==> src/rtl/fifo_reader.sv <==
// Pop-side adapter: drains a Fifo into a registered val/rdy stream through a 2-entry skid buffer.
// Optional transfer counter enabled by defining FIFO_READER_STATS_EN.
module fifo_reader #(
    parameter type t_entry      = logic [31:0],
    parameter int  p_count_bits = 16
) (
    input  logic   clk,
    input  logic   rst,
    input  logic   fifo_empty,
    output logic   fifo_pop,
    input  t_entry fifo_rdata,
    output logic   ostream_val,
    input  logic   ostream_rdy,
    output t_entry ostream_msg
`ifdef FIFO_READER_STATS_EN
    ,
    output logic [p_count_bits-1:0] xfer_count
`endif
);

    typedef enum logic [1:0] {
        S0 = 2'd0,
        S1 = 2'd1,
        S2 = 2'd2
    } state_e;

    state_e r_state;
    state_e w_nextState;
    t_entry r_buf0;
    t_entry r_buf1;
    t_entry w_buf0Next;
    t_entry w_buf1Next;
    logic   w_pop;
    logic   w_xfer;

    // Pop never looks at ostream_rdy; the second slot absorbs a stalled cycle.
    assign w_pop       = !rst && !fifo_empty && (r_state != S2);
    assign w_xfer      = (r_state != S0) && ostream_rdy;
    assign fifo_pop    = w_pop;
    assign ostream_val = (r_state != S0);
    assign ostream_msg = r_buf0;

    always_ff @(posedge clk) begin
        if (rst) begin
            r_state <= S0;
        end else begin
            r_state <= w_nextState;
        end
        r_buf0 <= w_buf0Next;
        r_buf1 <= w_buf1Next;
    end

    always_comb begin
        w_nextState = r_state;
        w_buf0Next  = r_buf0;
        w_buf1Next  = r_buf1;
        case (r_state)
            S0: begin
                if (w_pop) begin
                    w_nextState = S1;
                    w_buf0Next  = fifo_rdata;
                end
            end
            S1: begin
                if (w_pop && !w_xfer) begin
                    w_nextState = S2;
                    w_buf1Next  = fifo_rdata;
                end else if (w_pop && w_xfer) begin
                    w_buf0Next  = fifo_rdata;
                end else if (w_xfer) begin
                    w_nextState = S0;
                end
            end
            S2: begin
                if (w_xfer) begin
                    w_nextState = S1;
                    w_buf0Next  = r_buf1;
                end
            end
            default: begin
                w_nextState = S0;
            end
        endcase
    end

`ifdef FIFO_READER_STATS_EN
    logic [p_count_bits-1:0] r_xferCount;

    always_ff @(posedge clk) begin
        if (rst) begin
            r_xferCount <= '0;
        end else if (w_xfer) begin
            r_xferCount <= r_xferCount + 1'b1;
        end
    end

    assign xfer_count = r_xferCount;
`endif

endmodule

==> config.mk <==
export PLATFORM = sky130hd
export DESIGN_NAME = fifo_reader
export DESIGN_NICKNAME = d
export VERILOG_FILES = /design/src/rtl/fifo_reader.sv
export SDC_FILE = /design/constraint.sdc
export NUM_CORES = 1
export LEC_CHECK = 0
export ABC_AREA = 1
export CAP_MARGIN = 40
export CORE_UTILIZATION = 51
export DETAILED_ROUTE_END_ITERATION = 16
export GPL_TIMING_DRIVEN = 0
export PLACE_DENSITY = 0.95
export SLEW_MARGIN = 25
export SYNTH_ARGS = -nofsm -noshare
export SYNTH_HDL_FRONTEND = slang
export SYNTH_SLANG_ARGS = --single-unit
==> constraint.sdc <==
create_clock -name clk -period 6.9 [get_ports clk]
set_clock_uncertainty 0.05 [all_clocks]
set_input_delay 1.38 -clock clk [delete_from_list [all_inputs] [get_ports clk]]
set_output_delay 1.38 -clock clk [all_outputs]
set_load 0.02 [all_outputs]
Word-level counts from Yosys, hierarchy flattened:

Cells that the tools add are included.

* eq/ne operators: 9
* muxes and demuxes: 11
* reductions and logical operators: 14

Operator list (number)
* 2-to-1 mux 32 bit: 4
* case mux 32 bit (3 select lines): 1
* 2-to-1 mux 2 bit: 5
* != test 2 bit (second input constant): 5
* != test 3 bit (second input constant): 2
* case mux 2 bit (3 select lines): 1
* logical AND 1 bit: 5
* AND reduction 5 bit: 1
* AND reduction 4 bit: 1
* logical NOT 1 bit: 3
* nonzero test 3 bit: 1
* equality test 2 x 1 -> 1 bit (second input constant): 1
* equality test 2 bit (second input constant): 1
* logical NOT 2 bit: 1
* AND reduction 2 bit: 1
* nonzero test 2 bit: 1

* input port bits: 36
* output and inout port bits: 34
* register bits: 66

Logic depth before layout (Yosys ltp):

Gate-level depths: netlist of the first run.

* depth after elaboration: 7
* depth in mapped cells: 6

Worst setup path after synthesis of the first run:

Ideal clock, no wire load.

* path kind: in2reg
* start: input ostream_rdy
* end: register r_buf0, in the netlist ostream_msg[0], enable pin
* stages: 2
* arrival: 2.895 ns
* setup slack: 3.530 ns
* buffers on the path: 0
* setup time: 0.425 ns
* path through: inv_1 > o21ai_1

* longest elaborated chain between the ends: 5
* elaborated cells on any way between the ends: 8
* those cells by class: eq/ne (3); reduce/logical (5)

Ends and longest elaborated chain
* from (decl): RTL line 13 `input logic ostream_rdy,`
* logical AND 1 bit *: RTL line 38 `assign w_xfer = (r_state != S0) && ostream_rdy;`
* logical NOT 1 bit: RTL line 65 `if (w_pop && !w_xfer) begin`
* logical AND 1 bit: RTL line 65
* != test 2 bit (no source line)
* AND reduction 5 bit (no source line) *
* to (signal assigned): RTL line 49 `r_buf0 <= w_buf0Next;`
* to (decl): RTL line 29 `t_entry r_buf0;`

Mark *: on every way between the ends. The rest lies on a longest branch, timed or not.
A chain may end at the register's enable or synchronous reset.

Final worst setup path of the first run:

* start: input rst
* end: output fifo_pop

* longest elaborated chain between the ends: 3

Ends and longest elaborated chain
* from (decl): RTL line 8 `input logic rst,`
* logical NOT 1 bit: RTL line 37 `assign w_pop = !rst && !fifo_empty && (r_state != S2);`
* logical AND 1 bit (2 in series): RTL line 37
* to (decl): RTL line 10 `output logic fifo_pop,`

Every way passes these cells.

==> results of run 1 <==
[layout make-up]
| type | instances | area [sq um] | area share [%] |
|---|---|---|---|
| tap | 67 | 83.83 | 2.402 |
| clock buffer | 12 | 135.1 | 3.872 |
| sequential | 66 | 1962 | 56.22 |
| timing repair buffer | 70 | 718.2 | 20.58 |
| clock inverter | 4 | 42.54 | 1.219 |
| multi-input combinational | 115 | 466.7 | 13.37 |
| inverter | 8 | 32.53 | 0.9322 |
| buffer | 6 | 48.80 | 1.398 |
[worst max-delay path: cells and delay by family]
kind | cells | cell delay, ns
AND/OR/NAND/NOR | 2 | 0.16
buffers and inverters | 3 | 1.13
[final timing paths]
path                      to        from
max                 fifo_pop         rst
min          ostream_msg[15]  r_buf1[15]
max reg2reg       r_buf1[31]  r_state[0]
min reg2reg  ostream_msg[15]  r_buf1[15]
[where the power goes]
part / total, mW / internal (mW) / switching [mW]
Combinational: 0.0781 / 0.0408 / 0.0373
Sequential: 0.458 / 0.455 / 0.00392
Clock: 0.299 / 0.164 / 0.135
Total: 0.836 / 0.660 / 0.176
[flip-flops by register name, indices dropped and copies added, names as in the netlist]
signal       cells
r_state          2
ostream_msg     32
r_buf1          32
[placed cells by master, fill, tap and decap left out, types with 2 or more instances in the layout]
| cell type | count |
|---|---|
| a21oi_1 | 2 |
| buf_2 | 3 |
| buf_6 | 3 |
| clkbuf_1 | 3 |
| clkbuf_8 | 9 |
| clkdlybuf4s50_1 | 69 |
| clkinv_1 | 2 |
| dfxtp_1 | 2 |
| edfxtp_1 | 64 |
| inv_1 | 4 |
| inv_2 | 3 |
| nand2_1 | 104 |
| nand3_1 | 3 |
| nor2_1 | 4 |
[metal layers]
| metal | share of wire, % | vias up | track usage [%] |
|---|---|---|---|
| li1 | - | 821 | - |
| met1 | 41 | 762 | 22.20 |
| met2 | 52 | 56 | 32.81 |
| met3 | 5.5 | 7 | 6.111 |
| met4 | 1.1 | 0 | 10.46 |
| met5 | 0 | - | 0 |
[kinds of logic (layout without fill, tap and decap cells)]
group / Yosys count / in the layout
AOI/OAI and AO/OA: 3 / 3
buffers and inverters: 14 / 100
and+or+nand+nor: 112 / 112
DFF: 66 / 66
[synth_stat cells]
cell type | instances | area share [%]
nand3_1 | 3 | 0.60
inv_2 | 2 | 0.30
dfxtp_1 | 2 | 1.6
inv_1 | 5 | 0.75
inv_4 | 1 | 0.25
o21ai_1 | 1 | 0.20
nor2_1 | 4 | 0.60
nand2_1 | 104 | 16
buf_2 | 3 | 0.60
edfxtp_1 | 64 | 77
a21oi_1 | 2 | 0.40
buf_6 | 3 | 1.4
nor2_8 | 1 | 0.80
[metrics by stage]
step           hold WS, ns  cell area (sq um)
6_report            0.4666               3490
5_1_grt             0.4826               3490
4_1_cts             0.4660               3490
3_5_place_dp        0.4509               3312
3_3_place_gp        0.4467               3273
2_1_floorplan       0.4443               2499
==> summary.md, run 1 <==
| Metric | Value |
|---|---|
| FILL cells | 321 |
| Post-layout nets | 312 |
| Post-synthesis xor/xnor area fraction | 0% |
| Leak | 1.372 nW |
| Largest net degree at the start of global routing | 33 |
| Multiplexer share of the synthesized area | 0% |
| Post-CTS Setup Repair Bufs | 0 |
| Hold Path Stages | 2 |
| Worst Setup End Kind | output port |
| Synthesized net count | 231 |
| Fin Setup TNS | 0 ns |
| Max rail drop VDD | 0.1529 mV |
| Crit-path cells | clkdlybuf4s50_1 -> inv_1 -> nand2_1 -> nor2_1 -> clkdlybuf4s50_1 |
| Vias in the first global route | 1564 |
| Antenna Cells | 0 |
| Num CTS Buffers | 9 |
| Relative slew slack | 55.38% |
| Num ports | 70 |
| CP Launch Type | input port |
| FF+latch count, synth | 66 |
| Die Wd | 72.00 um |
| Post-place setup slack | 2.781 ns |
| Layout cells sized above 1 | 8.541% |
| PnR worst setup slack | 2.790 ns |
| Tightest Hold Check Type | reg2reg |
| Syn. warnings | 0 |
| DRC viols | 0 |
| Gr usage total | 19.43% |
| Cell at the slowest stage of the critical path | clkdlybuf4s50_1 |
| Hold_buf cts | 0 |
| Fin crit period | 4.110 ns |
| Synthesized area | 2499 sq um |
| Buffers on Ports | 69 |
| Worst EP required | 5.47 ns |
| First-pass GRT wire length | 7217 um |
| Post-route clock period utilization | 59.57% |
| WL final | 4621 um |
| Count of pins over their slew limit | 0 |
| Final setup viols | 0 |
| Clock tree buffer depth | 2 |
| Largest family of logic cells by synthesized area | simple AND/OR/NAND/NOR gates |
| Seq/Total Area, Yosys | 78.52% |
| Fin cells | 348 |
| Worst Setup Path Type | in2out |
| Drt first pass iters | 4 |
| Biggest cell delay along the critical path | 0.61 ns |
| Syn Area/Cell | 12.81 sq um |
| Via count | 1646 |
| CTS tree | done |
| Unrepaired setup endpoints after global routing | no |
| Tot Pwr | 0.8357 mW |
| CTS Root Cell | clkbuf_8 |
| Clock slew at reported path FFs | 0.06 ns |
| R2R Setup Slk | 5.20 ns |
| Detailed Place HPWL | 3153 um |
| Routed len/inst | 13.28 um |
| Routed Antenna Nets | 0 |
| Initial Utilization | 52.90% |
| Synth Area in Simple Gates | 17.63% |
| Placer Congestion | 0.6553 |
| Worst reg2reg path depth | 4 |
| Die area | 5183 sq um |
| Die height | 72.00 um |
| Initial DRC Count | 141 |
| Placed Cells | 332 |
| Area grow syn2layout | 39.66% |
| Max-cap viol count | 0 |
| Pwr Density | 239.5 nW/um^2 |
| Most common cell on crit path | clkdlybuf4s50_1 |
| Later-pin clock latency in the skew report | 0.33 ns |
| Fmax | 243.3 MHz |
| Netlist cell types | 13 |
| Clock sink count | 66 |
| Via-to-Cell Ratio | 4.730 |
| Synth Area in Compound Gates | 0.6009% |
| Final core utilization | 73.88% |
| Post-Syn Instances | 195 |
| Slew @ Worst Pin | 0.6684 ns |
| CP max FO | 4 |
| Row count | 25 |
| Adder-cell share of the synthesized area | 0% |
| Grt total ovfl | 0 |
| Core area | 4723 sq um |
| Initial antenna violation count | 0 |
| Outcome | complete, no violations |
| Post_cts resized | 0 |
| Count of final hold-check violations | 0 |
| CP arrival | 2.68 ns |
| H-tree depth | 3 |
(Power assumes the default switching activity.)
==> run 2, diff against run 1 <==
--- a/config.mk
+++ b/config.mk
@@ -7,10 +7,10 @@
 export LEC_CHECK = 0
 export ABC_AREA = 1
 export CAP_MARGIN = 40
-export CORE_UTILIZATION = 51
+export CORE_UTILIZATION = 47
 export DETAILED_ROUTE_END_ITERATION = 16
 export GPL_TIMING_DRIVEN = 0
-export PLACE_DENSITY = 0.95
+export PLACE_DENSITY = 0.9
 export SLEW_MARGIN = 25
 export SYNTH_ARGS = -nofsm -noshare
 export SYNTH_HDL_FRONTEND = slang
==> constraint.sdc (replaced) <==
create_clock -name clk -period 4.1 [get_ports clk]
set_clock_uncertainty 0.05 [all_clocks]
set_input_delay 0.82 -clock clk [delete_from_list [all_inputs] [get_ports clk]]
set_output_delay 0.82 -clock clk [all_outputs]
set_load 0.02 [all_outputs]
==> run 2 against run 1 <==
  * Sequential share of layout area is 0.70 points lower
  * Combinational power is 68% higher
  * Hold slack got worse by 0.0054 ns
  * Setup slack worse by 1.7 ns
  * Power is 79% higher
  * First-iteration DRC count fell by 33%
  * Via count down 2.1%
==> summary.md, run 2 (same netlist as run 1, synthesis figures left out) <==
| Metric | Value |
|---|---|
| Pwr Density | 422.5 nW/um^2 (+76%) |
| Leak | 1.389 nW (+1.3%) |
| CP max FO | 4 (unchanged) |
| Area grow syn2layout | 41.41% |
| Highest-count cells in the layout ignoring fill and taps | nand2_1 (104), clkdlybuf4s50_1 (69), edfxtp_1 (64), clkbuf_8 (9) |
| DP Area | 3316 sq um (+0.11%) |
| Num CTS Buffers | 9 (unchanged) |
| Critical R2R Launch | r_state[0] |
| Drt first pass iters | 5 (+1) |
| Core area | 5107 sq um (+8.1%) |
| R2R Setup Slk | 2.40 ns (-2.80 ns) |
| Initial antenna violation count | 0 (unchanged) |
| Slew @ Worst Pin | 0.7045 ns (+0.03610 ns) |
| Tightest Hold Check Type | reg2reg |
| Fmax | 333.4 MHz |
| GR Util met2 | 28.83% (-4.0 points) |
| Multi-input logic area | 466.7 sq um (unchanged) |
| Die height | 74.91 um (+4.0%) |
| Routed len/inst | 13.01 um (-2.1%) |
| Final Cell Area | 3533 sq um (+1.3%) |
| M3 GR Usage | 7.764% (+1.7 points) |
| Initial Utilization | 48.92% (-4.0 points) |
| Grt total ovfl | 0 (unchanged) |
| Die area | 5612 sq um (+8.3%) |
| CTS Root Cell | clkbuf_8 |
| DRC viols | 0 (unchanged) |
| CTS tree | done |
| Via count | 1611 (-2.1%) |
| Detailed Place HPWL | 3094 um (-1.9%) |
| Vias in the first global route | 1490 (-4.7%) |
| Fin crit period | 2.999 ns |
| Antenna Cells | 0 (unchanged) |
| Cell at the slowest stage of the critical path | clkdlybuf4s50_1 |
| Later-pin clock latency in the skew report | 0.33 ns (about the same) |
| FILL cells | 377 (+17%) |
| Worst EP required | 3.23 ns (-2.24 ns) |
| First-pass GRT wire length | 6658 um (-7.7%) |
| Via-to-Cell Ratio | 4.590 (-3.0%) |
| Crit-path cells | clkdlybuf4s50_1 -> inv_1 -> nand2_1 -> nor2_1 -> clkdlybuf4s50_1 |
| CP Launch Type | input port |
| Row count | 26 (+4.0%) |
| Count of final hold-check violations | 0 (unchanged) |
| WL final | 4565 um (-1.2%) |
| Worst Setup Path Type | in2out |
| Most common cell on crit path | clkdlybuf4s50_1 |
| Gr usage total | 17.31% (-2.1 points) |
| Unrepaired setup endpoints after global routing | no |
| R2R Path End | r_buf1[26] |
| Clock tree buffer depth | 2 (unchanged) |
| Post-layout nets | 312 (unchanged) |
| Grt peak-use layer | met2 |
| Hold path endpoint | ostream_msg[19] |
| Worst reg2reg path depth | 4 (unchanged) |
| Most common cell after layout, fill and taps aside | nand2_1 |
| H-tree depth | 3 (unchanged) |
| Buffers on Ports | 69 (unchanged) |
| Met1 global-route usage | 19.24% (-3.0 points) |
| Largest net degree at the start of global routing | 33 (unchanged) |
| Initial DRC Count | 94 (-33%) |
| Die Wd | 74.91 um (+4.0%) |
| Max rail drop VDD | 0.3126 mV (+100%) |
| Final setup viols | 0 (unchanged) |
| Outcome | complete, no violations |
| Clock slew at reported path FFs | 0.08 ns (+0.02 ns) |
| Biggest cell delay along the critical path | 0.61 ns (about the same) |
| Hold_sp | r_buf1[19] |
| Max-cap viol count | 0 (unchanged) |
| Count of pins over their slew limit | 0 (unchanged) |
| Relative slew slack | 52.97% (-2.4 points) |
| Post_cts resized | 0 (unchanged) |
| Clock sink count | 66 (unchanged) |
| Seq. cell area | 1962 sq um (unchanged) |
| CP arrival | 2.13 ns (-0.55 ns) |
| Routed Antenna Nets | 0 (unchanged) |
| Hold Path Stages | 2 (unchanged) |
| Num ports | 70 (unchanged) |
| Hold_buf cts | 0 (unchanged) |
| Fin Setup TNS | 0 ns (unchanged) |
| Post-route clock period utilization | 73.15% |
| Placer Congestion | 0.6809 (+3.9%) |
| Worst Setup End Kind | output port |
| Post-CTS Setup Repair Bufs | 0 (unchanged) |
| Layout cells sized above 1 | 9.964% (+1.4 points) |
run 2: where the power goes:
part	leakage [nW]	switching, mW	internal [mW]
Sequential	0.604	0.00657	0.765
Combinational	0.678	0.0622	0.0687
Clock	0.107	0.246	0.345
run 2: area by class of cell:
type	instances	area share, %
Inverter	8	0.9207
Clock buffer	10	3.612
Sequential cell	66	55.52
Multi-Input combinational cell	115	13.21
Clock inverter	6	2.550
Timing Repair Buffer	70	20.33
Tap cell	70	2.479
Buffer	6	1.381
run 2: worst max path at each step:
stage,end,start
final,fifo_pop,rst
after global placement,ostream_msg[17],ostream_rdy
after global routing,fifo_pop,rst
after CTS,fifo_pop,rst
after floorplan,ostream_msg[0],ostream_rdy
after detailed placement,fifo_pop,rst
run 2: worst max-delay path: cells and delay by family:
family        cells  cell delay, ns
buf+inv           3            1.13
simple gates      2            0.18
run 2: layer usage:
layer,up-vias,share of wire (%)
met3,0,6.5
li1,819,-
met1,730,42
met2,62,52
met5,-,0
met4,0,0
run 2: through the flow:
stage               total power, mW  util [%]  hold WS, ns  setup WS, ns  instances
global placement             0.9099     64.16       0.4497        0.1577        334
CTS                           1.513     69.18       0.4676         1.094        351
finish                        1.493     69.18       0.4612         1.101        351
detailed placement           0.9180     64.92       0.4527         1.107        335
global route                  1.548     69.18       0.4830         1.048        351
floorplan                    0.8375         -       0.4443         1.290        195
==> run 3, diff against run 2 <==
--- a/config.mk
+++ b/config.mk
@@ -7,10 +7,10 @@
 export LEC_CHECK = 0
 export ABC_AREA = 1
 export CAP_MARGIN = 40
-export CORE_UTILIZATION = 47
+export CORE_UTILIZATION = 42
 export DETAILED_ROUTE_END_ITERATION = 16
 export GPL_TIMING_DRIVEN = 0
-export PLACE_DENSITY = 0.9
+export PLACE_DENSITY = 0.85
 export SLEW_MARGIN = 25
 export SYNTH_ARGS = -nofsm -noshare
 export SYNTH_HDL_FRONTEND = slang
==> constraint.sdc (replaced) <==
create_clock -name clk -period 2.4 [get_ports clk]
set_clock_uncertainty 0.05 [all_clocks]
set_input_delay 0.48 -clock clk [delete_from_list [all_inputs] [get_ports clk]]
set_output_delay 0.48 -clock clk [all_outputs]
set_load 0.02 [all_outputs]
==> run 3 against run 2 <==
  * Combinational power grew 70%
  * First-iteration DRC count shrank 40%
  * Via count shrank 1.4%
  * Cell count shrank 0.57%
==> summary.md, run 3 (same netlist as run 1, synthesis figures left out) <==
| Metric | Value |
|---|---|
| Leak | 1.367 nW (-1.6%) |
| Grt total ovfl | 0 (unchanged) |
| Cell internal pwr | 1.775 mW (+51%) |
| Initial antenna violation count | 0 (unchanged) |
| Sequential Power Share | 58.0% (+6.4 points) |
| Hold path endpoint | ostream_msg[20] |
| CP arrival | 1.52 ns (-0.61 ns) |
| Post-route clock period utilization | 85.27% |
| Relative slew slack | 53.40% (+0.43 points) |
| R2R Setup Slk | 0.57 ns (-1.83 ns) |
| Initial Utilization | 44.56% (-4.4 points) |
| Routed Antenna Nets | 0 (unchanged) |
| CTS tree | done |
| Outcome | complete, no violations |
| DRC viols | 0 (unchanged) |
| Vias in the first global route | 1585 (+6.4%) |
| Drt first pass iters | 4 (-1) |
| Count of final hold-check violations | 0 (unchanged) |
| Detailed Place HPWL | 3132 um (+1.2%) |
| Area grow syn2layout | 38.56% |
| Final Cell Area | 3462 sq um (-2.0%) |
| Core area | 5608 sq um (+9.8%) |
| Die height | 79.13 um (+5.6%) |
| Routed len/inst | 13.19 um (+1.4%) |
| Gr usage total | 16.02% (-1.3 points) |
| Fmax | 488.7 MHz |
| Via-to-Cell Ratio | 4.550 (-0.86%) |
| Worst Setup End Kind | output port |
| Clock slew at reported path FFs | 0.07 ns (about the same) |
| Final core utilization | 61.74% (-7.4 points) |
| Die area | 6262 sq um (+12%) |
| Worst Setup Path Type | reg2out |
| Hold Path Stages | 2 (unchanged) |
| Buffers on Ports | 69 (unchanged) |
| WL final | 4603 um (+0.83%) |
| Layout cells sized above 1 | 9.025% (-0.94 points) |
| Max rail drop VDD | 0.4659 mV (+49%) |
| H-tree depth | 3 (unchanged) |
| Logic pwr share | 9.8% (+1.0 points) |
| Fin cells | 349 (-0.57%) |
| Fin crit period | 2.046 ns |
| CTS Root Cell | clkbuf_8 |
| Initial DRC Count | 56 (-40%) |
| Hold_sp | r_buf1[20] |
| R2R Path End | ostream_msg[21] |
| Max-cap viol count | 0 (unchanged) |
| Die Wd | 79.13 um (+5.6%) |
| Placer Congestion | 0.6537 (-4.0%) |
| First-pass GRT wire length | 7258 um (+9.0%) |
| Worst reg2reg path depth | 5 (+1) |
| DP Area | 3318 sq um (about the same) |
| Largest net degree at the start of global routing | 33 (unchanged) |
| CP Launch Type | flop |
| Critical R2R Launch | r_state[1] |
| Clock power share | 32.2% (-7.4 points) |
| Tightest Hold Check Type | reg2reg |
| Final setup viols | 0 (unchanged) |
| Num ports | 70 (unchanged) |
| Later-pin clock latency in the skew report | 0.32 ns (about the same) |
| Count of pins over their slew limit | 0 (unchanged) |
| Post-CTS Setup Repair Bufs | 0 (unchanged) |
| Clock tree buffer depth | 2 (unchanged) |
| Antenna Cells | 0 (unchanged) |
| Via count | 1588 (-1.4%) |
| Pwr Density | 656.5 nW/um^2 (+55%) |
| Unrepaired setup endpoints after global routing | no |
| Switch share | 21.90% (+0.79 points) |
| Num CTS Buffers | 9 (unchanged) |
| CP max FO | 3 (-1) |
| Clock sink count | 66 (unchanged) |
| Worst EP required | 1.87 ns (-1.36 ns) |
| Most common cell after layout, fill and taps aside | nand2_1 |
| Post-layout nets | 311 (-0.32%) |
| Placed Cells | 337 (+0.60%) |
| Slew @ Worst Pin | 0.6980 ns (-0.006449 ns) |
| NetSw | 0.4977 mW (+58%) |
| Row count | 27 (+3.8%) |
| Highest-count cells in the layout ignoring fill and taps | nand2_1 (104), clkdlybuf4s50_1 (68), edfxtp_1 (64), clkbuf_8 (9) |
[run 3: repair_timing]
item | in CTS | in global routing
endpoints found under the setup margin | 0 | 1
hold buffers | 0 | 0
hold endpoints to repair | 0 | 0
gates resized for setup | 0 | 1
[run 3: worst max-delay path, stage by stage (launching register included)]
cell and delay, ns:
dfxtp_1 0.46, inv_2 0.08, nand2_1 0.06, clkdlybuf4s50_1 0.59
[run 3: final cells by class]
| cell class | instances | area (sq um) |
|---|---|---|
| Tap cell | 72 | 90.09 |
| Buffer | 5 | 43.79 |
| Timing Repair Buffer | 70 | 720.7 |
| Multi-Input combinational cell | 115 | 466.7 |
| Clock buffer | 9 | 123.9 |
| Fill cell | 473 | 2146 |
| Clock inverter | 4 | 22.52 |
| Inverter | 8 | 32.53 |
| Sequential cell | 66 | 1962 |
[run 3: metrics by stage]
| stage | setup slack (ns) | total power, mW | hold WS (ns) | setup TNS [ns] |
|---|---|---|---|---|
| after global placement | -0.3635 | 1.554 | 0.4493 | -16.58 |
| after CTS | 0.06802 | 2.295 | 0.4650 | 0 |
| final | 0.3536 | 2.273 | 0.4660 | 0 |
| after detailed placement | 0.08195 | 1.568 | 0.4509 | 0 |
| after global routing | 0.2761 | 2.356 | 0.4950 | 0 |
| after floorplan | 0.4822 | 1.431 | 0.4443 | 0 |
[run 3: worst max-delay path by stage]
stage                            from               to  slack (ns)  depth (start not counted)
after detailed placement          rst         fifo_pop        0.08                          5
after CTS                         rst         fifo_pop        0.07                          5
after global routing       r_state[0]      ostream_val        0.28                          3
after global placement    ostream_rdy  ostream_msg[28]       -0.36                          3
after floorplan            r_state[1]   ostream_msg[0]        0.48                          4
final                      r_state[0]      ostream_val        0.35                          3
[run 3: routing by layer]
layer	global-route usage, %	routed length [um]
met5	0	0
met4	7.091	39
met3	5.517	336
met2	27.07	2260
met1	18.34	1967
[run 3: power groups by stage]
stage	clock, mW	combinational, mW	sequential, mW
2_1_floorplan	0	0.0545	1.38
3_3_place_gp	0	0.211	1.34
3_5_place_dp	0	0.225	1.34
4_1_cts	0.751	0.226	1.32
5_1_grt	0.795	0.240	1.32
6_report	0.732	0.223	1.32
